**src/rtl/tns_rx_monitor_21.sv**
```systemverilog
// Receive-side monitor for the 21-TSV TNS link: capture, decode, transition-rule check, error counting.
// Optional range check on the decoded value is built when TNS_RX_RANGE_CHK_EN is defined.

// Stateless TSV-word decoder: each 3-bit group is one base-7 digit, group 0 least significant.
// Codes 3'b011 and 3'b100 both carry digit 3; the encoder picks whichever obeys the transition rule.
module TNS_dec_21 (
    input  logic [20:0] tsv_i,
    output logic [19:0] value_o
);
    logic [2:0] grp;
    logic [2:0] digit;

    always_comb begin
        value_o = '0;
        grp     = '0;
        digit   = '0;
        for (int j = 6; j >= 0; j--) begin
            grp     = tsv_i[3*j +: 3];
            digit   = grp - {2'b00, grp[2]};
            value_o = value_o * 20'd7 + {17'b0, digit};
        end
    end
endmodule

module tns_rx_monitor_21 #(
    parameter int CNT_W = 16
) (
    input  logic             clock,
    input  logic             reset,
    input  logic [20:0]      tsv_in,
    input  logic             tsv_valid,
    input  logic             clear_cnt,
    output logic [19:0]      data_out,
    output logic             data_valid,
    output logic [6:0]       grp_err,
    output logic             range_err,
    output logic             word_err,
    output logic [CNT_W-1:0] err_count
);
    logic [20:0]      tsv_q;
    logic             vld_q;
    logic [6:0]       rbit_q, rbit_d;
    logic [19:0]      data_out_q, decoded_d;
    logic             data_valid_q;
    logic [6:0]       grp_err_q, grp_err_d;
    logic             range_err_q, range_err_d;
    logic             word_err_q, word_err_d;
    logic [CNT_W-1:0] err_count_q, err_count_d;

    TNS_dec_21 u_dec (
        .tsv_i   (tsv_q),
        .value_o (decoded_d)
    );

    // A group violates the rule when its code moves against the previous word's group MSB.
    always_comb begin
        grp_err_d = '0;
        rbit_d    = '0;
        for (int j = 0; j < 7; j++) begin
            grp_err_d[j] = ((tsv_q[3*j +: 3] == 3'b100) && !rbit_q[j]) ||
                           ((tsv_q[3*j +: 3] == 3'b011) &&  rbit_q[j]);
            rbit_d[j]    = tsv_q[3*j + 2];
        end
    end

`ifdef TNS_RX_RANGE_CHK_EN
    assign range_err_d = (decoded_d >= 20'd823543);
`else
    assign range_err_d = 1'b0;
`endif

    assign word_err_d = (|grp_err_d) | range_err_d;

    // Clear beats a word completing in the same cycle.
    always_comb begin
        err_count_d = err_count_q;
        if (clear_cnt) begin
            err_count_d = '0;
        end else if (vld_q && word_err_d && (err_count_q != {CNT_W{1'b1}})) begin
            err_count_d = err_count_q + 1'b1;
        end
    end

    always_ff @(posedge clock) begin
        if (reset) begin
            tsv_q        <= '0;
            vld_q        <= 1'b0;
            rbit_q       <= '0;
            data_out_q   <= '0;
            data_valid_q <= 1'b0;
            grp_err_q    <= '0;
            range_err_q  <= 1'b0;
            word_err_q   <= 1'b0;
            err_count_q  <= '0;
        end else begin
            tsv_q        <= tsv_in;
            vld_q        <= tsv_valid;
            data_valid_q <= vld_q;
            err_count_q  <= err_count_d;
            if (vld_q) begin
                data_out_q  <= decoded_d;
                grp_err_q   <= grp_err_d;
                range_err_q <= range_err_d;
                word_err_q  <= word_err_d;
                rbit_q      <= rbit_d;
            end
        end
    end

    assign data_out   = data_out_q;
    assign data_valid = data_valid_q;
    assign grp_err    = grp_err_q;
    assign range_err  = range_err_q;
    assign word_err   = word_err_q;
    assign err_count  = err_count_q;
endmodule
```
**config.mk**
```make
export PLATFORM = sky130hd
export DESIGN_NAME = tns_rx_monitor_21
export DESIGN_NICKNAME = d
export VERILOG_FILES = /design/src/rtl/tns_rx_monitor_21.sv
export SDC_FILE = /design/constraint.sdc
export NUM_CORES = 1
export LEC_CHECK = 0
export ABC_AREA = 1
export BUFFER_PORTS_ARGS = -buffer_cell sky130_fd_sc_hd__buf_4
export CELL_PAD_IN_SITES_DETAIL_PLACEMENT = 1
export CELL_PAD_IN_SITES_GLOBAL_PLACEMENT = 2
export CORE_UTILIZATION = 38
export CTS_BUF_LIST = sky130_fd_sc_hd__clkbuf_4
export CTS_CLUSTER_SIZE = 28
export DETAILED_ROUTE_END_ITERATION = 12
export GPL_TIMING_DRIVEN = 0
export HOLD_SLACK_MARGIN = 0.05
export PLACE_DENSITY_LB_ADDON = 0.1
export SLEW_MARGIN = 25
export SYNTH_ARGS = -nofsm -noshare
export SYNTH_HDL_FRONTEND = slang
export SYNTH_SLANG_ARGS = --single-unit
```
**constraint.sdc**
```tcl
create_clock -name clock -period 16 [get_ports clock]
set_input_delay 3.2 -clock clock [delete_from_list [all_inputs] [get_ports clock]]
set_output_delay 3.2 -clock clock [all_outputs]
set_load 0.01 [all_outputs]
```
==> results of run 1 <==
## logic make-up after synthesis
| group | count (synthesis) | synth area share |
|---|---|---|
| simple gates | 386 | 0.172 |
| buf+inv | 312 | 0.120 |
| fa+ha+maj | 246 | 0.354 |
| compound gates | 215 | 0.128 |
| xor+xnor | 84 | 0.0785 |
| flops | 74 | 0.148 |
| other cells | 1 | 0.000374 |
## worst min-delay path: stages (launching register included)
cell and delay (ns):
dfxtp_1 0.34, nand2_1 0.07, a21oi_1 0.06
## cell type report
type,count,share of cell area
Antenna cell,1,0.000224
Buffer,15,0.00818
Clock buffer,10,0.00672
Clock inverter,6,0.0103
Inverter,297,0.0998
Multi-Input combinational cell,932,0.658
Sequential cell,74,0.133
Tap cell,335,0.0375
Timing Repair Buffer,69,0.0464
## worst min-delay path by stage
| stage | slack [ns] | depth (start not counted) | end |
|---|---|---|---|
| after floorplan | 0.49 | 2 | word_err |
| after global placement | 0.47 | 2 | word_err |
| after detailed placement | 0.48 | 2 | word_err |
| after CTS | 0.50 | 2 | word_err |
| after global routing | 0.52 | 2 | word_err |
| final | 0.50 | 2 | word_err |
## sequential cells by signal, indices dropped and copies added, names as in the netlist
signal and cells:
tsv_q 21, data_out 20, err_count 16, grp_err 7, rbit_q 7, data_valid 1
vld_q 1, word_err 1
## stage by stage
step | setup slack (ns) | hold WS [ns] | instance area (um^2) | std cells
final | 1.37 | 0.498 | 11200 | 1739
after global routing | 0.120 | 0.519 | 11200 | 1739
after CTS | 1.15 | 0.499 | 11200 | 1738
after detailed placement | 1.25 | 0.477 | 11000 | 1722
after global placement | 1.43 | 0.469 | 11000 | 1722
after floorplan | 2.99 | 0.486 | 10000 | 1318
## layer usage
metal  vias to the layer above  wire [um]
met5                         -          0
met4                         0        125
met3                         7        371
met2                        48      10500
met1                      3915      11100
li1                       4355          -
## cells in the final DEF (no fill, tap or decap), drive strengths merged, types with 38 or more instances in the layout
| cell type | instances |
|---|---|
| o21ai | 71 |
| fa | 63 |
| nor2 | 118 |
| xor2 | 62 |
| a21oi | 93 |
| inv | 297 |
| buf | 71 |
| ha | 183 |
| nand3 | 38 |
| dfxtp | 74 |
| nand2 | 188 |
==> out/qor.csv, run 1 <==
metric;value;unit
worstSetupPathType;register to register;
r2r-end;data_out[19];
max_slew_margin;0.575;
max_freq;68.4;MHz
grt_pass1_wl;37800;um
cts_resized;0;
die_y;165;um
finalSetupViolCount;0;
drt_iter0_drc;198;
numPortBuffers;69;
firstDrtPassIters;4;
final_util;0.430;
async_flop_share;0;
synth_fp_nets;1589;
met2_usage;0.293;
r2r_slack;1.37;ns
min_period;14.63;ns
multi_input_area;0.00735;mm^2
hold_path.class;register to register;
htree_num_levels;3;
dieArea;0.0271;mm^2
min_from;word_err;
grt_start_max_net_pins;14;
synth_cells;1318;
post_drt_wl_per_cell;12.7;um
ant_nets;0;
crit_arrival;14.97;ns
globalplace.congestion;0.806;
use_met1;0.232;
crit_path_max_incr_delay;0.52;ns
route.detailed.drc;0;
cts_root_buffer;clkbuf_4;
regArea;0.00148;mm^2
antenna_found_initial;1;
post-route-period-util;0.914;
grtUsageMet3;0.0183;
fin_skew;0.0323;ns
cpMostUsedCell;ha_1;
setup.worst_path.start;tsv_q[18];
tightest_slew;0.635;ns
cts_tree;built;
slew_viol_final;0;
path_buf_inv;11;
startpoint_type;register;
grt_util_all_layers;0.170;
cp.required;16.34;ns
ys.flop_type;dfxtp_1;
path_max_fanout;6;
slowest_stage;fa_1;
avgSynthCellArea;7.61;um^2
synth_edf_count;0;
ios;71;
synth.top_cell.area_share;0.228;
synthDistinctLibCells;55;
area_delta_synth_final;11.3;%
crit_cells;69;
synth.area.top_cells;ha_1 (23%), dfxtp_1 (15%), fa_1 (13%);
cts_buffers;9;
cts_sinks;74;
first_global_vias;8305;
fp.dieW;165;um
cts_buffer_depth;2;
path_clk_slew;0.15;ns
overflow;0;
cp-end-kind;register;
finalSetupTns;0;ns
drive_gt1_frac;0.108;
endpoint;data_out[19];
synth.most_common_cell;inv_1;
start_util;0.386;
hold_buffers;0;
cts_setup_buffers;0;
ys_seq_area_frac;0.148;
synth_commonest_cells;inv_1 (291), ha_1 (183), nand2_1 (173);
viasPerCell;4.79;
grt_busiest_layer;met2;
rows;59;
ys_ff_latch;74;
rsz0062_at_grt;false;
ys.warnings.count;0;
hold_viol_final;0;
maxCapViolCount;0;
core;0.0260;mm^2
netlist_area;0.0100;mm^2
hpwl;19500;um
nets;1669;
synth_largest_area_cell;ha_1;
via_count;8325;
fillCellCount;3314;
crit-reg2reg-launch;tsv_q[18];
outcome;completed;
r2r_cells;69;
crit_family;adder cells;
clk_latency;0.45;ns
wl;22100;um
Power of run 1 is left out: the tool's default activity adds up to more than one toggle a clock period on the data nets, which glitch-free logic cannot reach.
==> inputs of run 2 (changes only) <==
--- a/config.mk
+++ b/config.mk
@@ -9,6 +9,7 @@
 export BUFFER_PORTS_ARGS = -buffer_cell sky130_fd_sc_hd__buf_4
 export CELL_PAD_IN_SITES_DETAIL_PLACEMENT = 1
 export CELL_PAD_IN_SITES_GLOBAL_PLACEMENT = 2
+export CORE_MARGIN = 2
 export CORE_UTILIZATION = 38
 export CTS_BUF_LIST = sky130_fd_sc_hd__clkbuf_4
 export CTS_CLUSTER_SIZE = 28
==> run 2 against run 1 <==
  * Critical path depth unchanged
  * Global-route usage decreased by 0.64 points
  * Flip-flop and latch count unchanged
  * Clock skew decreased by 0.0096 ns
  * Utilization unchanged
  * Non-clock buffer count unchanged
  * First-iteration DRC count increased by 3.0%
  * Via count decreased by 0.62%
  * Clock-buffer cell count unchanged
  * Critical path type unchanged
  * Highest routed layer unchanged
==> out/qor.csv, run 2 (synthesis gave the netlist of run 1 again) <==
metric;value;unit;change
outcome;completed;;
rsz0062_at_grt;false;;
r2r-end;data_out[19];;
min_period;14.60;ns;-0.0278 ns
hold_viol_final;0;;unchanged
cts_tree;built;;
grt_pass1_wl;39000;um;+3.2%
layout_commonest_cell;inv_1;;
fp.dieW;167;um;+1.2%
numPortBuffers;69;;unchanged
path_clk_slew;0.13;ns;-0.02 ns
setup.worst_path.start;tsv_q[18];;
drt_iter0_drc;204;;+3.0%
via_count;8273;;-0.62%
crit_path_max_incr_delay;0.52;ns;about the same
tightest_slew;0.598;ns;-0.0372 ns
fillCellCount;3294;;-0.60%
cts_buffers;9;;unchanged
cpMostUsedCell;ha_1;;
setup_slack;1.40;ns;+0.0278 ns
viasPerCell;4.76;;-0.62%
cp-end-kind;register;;
dp_worst_setup_slack;1.28;ns;+0.0280 ns
hpwl;19500;um;about the same
min_path_cells;2;;unchanged
route.detailed.drc;0;;unchanged
start_util;0.386;;unchanged
area_delta_synth_final;11.3;%;unchanged
grt_util_all_layers;0.164;;-0.00641
finalSetupViolCount;0;;unchanged
cts_setup_buffers;0;;unchanged
met2_usage;0.287;;-0.00611
finalSetupTns;0;ns;unchanged
overflow;0;;unchanged
dieArea;0.0277;mm^2;+2.4%
final_util;0.430;;unchanged
max_slew_margin;0.600;;+0.0249
cts_buffer_depth;2;;unchanged
drive_gt1_frac;0.108;;unchanged
max_freq;68.5;MHz;+0.19%
slowest_stage;fa_1;;
worstSetupPathType;register to register;;
crit-reg2reg-launch;tsv_q[18];;
ios;71;;unchanged
regArea;0.00148;mm^2;unchanged
regMostFlops;tsv_q;;
firstDrtPassIters;4;;unchanged
cts_resized;0;;unchanged
grt_busiest_layer;met2;;
use_met1;0.220;;-0.0119
first_global_vias;8564;;+3.1%
maxCapViolCount;0;;unchanged
post_drt_wl_per_cell;12.8;um;+0.58%
nets;1669;;unchanged
die_y;167;um;+1.2%
slew_viol_final;0;;unchanged
wl;22200;um;+0.58%
largest_reg_flops;21;;unchanged
globalplace.congestion;0.819;;+1.6%
ant_nets;0;;unchanged
crit_arrival;14.94;ns;-0.03 ns
clk_latency;0.44;ns;about the same
hold_path.class;register to register;;
fin_skew;0.0228;ns;-0.00956 ns
path_max_fanout;6;;unchanged
cts_root_buffer;clkbuf_4;;
hold_buffers;0;;unchanged
rows;59;;unchanged
final_cell_mix;inv_1 (291), ha_1 (183), nand2_1 (173);;
core;0.0260;mm^2;unchanged
r2r_slack;1.40;ns;+0.03 ns
r2r_cells;69;;unchanged
cts_sinks;74;;unchanged
min_from;word_err;;
cp.required;16.34;ns;about the same
grtUsageMet3;0.0181;;-0.000272
htree_num_levels;3;;unchanged
antenna_found_initial;1;;unchanged
hold_slack;0.488;ns;-0.00945 ns
multi_input_area;0.00735;mm^2;unchanged
grt_start_max_net_pins;14;;unchanged
startpoint_type;register;;
post-route-period-util;0.912;;-0.00174
hold_end;word_err;;
-- run 2: cell counts in the layout (fill, tap and decap cells not counted) --
No cell type changed its count.
-- run 2: cell type report --
type | instances | area share
antenna | 1 | 0.000224
tap | 335 | 0.0375
buffer | 15 | 0.00818
timing repair buffer | 69 | 0.0464
inverter | 297 | 0.0998
clock buffer | 10 | 0.00672
multi-input combinational | 932 | 0.658
clock inverter | 6 | 0.0103
sequential | 74 | 0.133
-- run 2: critical path, delay by kind of cell (launching register included) --
kind	cells	cell delay, ns
AO/OA/AOI/OAI	11	1.97
flip-flops	1	0.37
buffers and inverters	11	0.76
AND/OR/NAND/NOR	20	2.17
adder cells (fa/ha/maj)	20	7.16
XOR/XNOR	7	2.04
-- run 2: metrics by stage --
stage | std cells | cell area [um^2]
finish | 1739 | 11200
global route | 1739 | 11200
CTS | 1738 | 11200
detailed placement | 1722 | 11000
global placement | 1722 | 11000
floorplan | 1318 | 10000
-- run 2: per-layer routing --
metal | vias to the layer above | routed length, um | part of all wire
met3 | 9 | 380 | 0.017
met5 | - | 0 | 0
met1 | 3861 | 11000 | 0.49
li1 | 4346 | - | -
met2 | 57 | 10600 | 0.48
met4 | 0 | 192 | 0.0087
-- run 2: worst max-delay path by stage --
stage	end	cells past startpoint
5_1_grt	data_out[19]	69
3_5_place_dp	data_out[19]	69
3_3_place_gp	data_out[19]	65
6_report	data_out[19]	69
4_1_cts	data_out[19]	64
2_1_floorplan	data_out[19]	63
Power of run 2 is left out for the same reason.
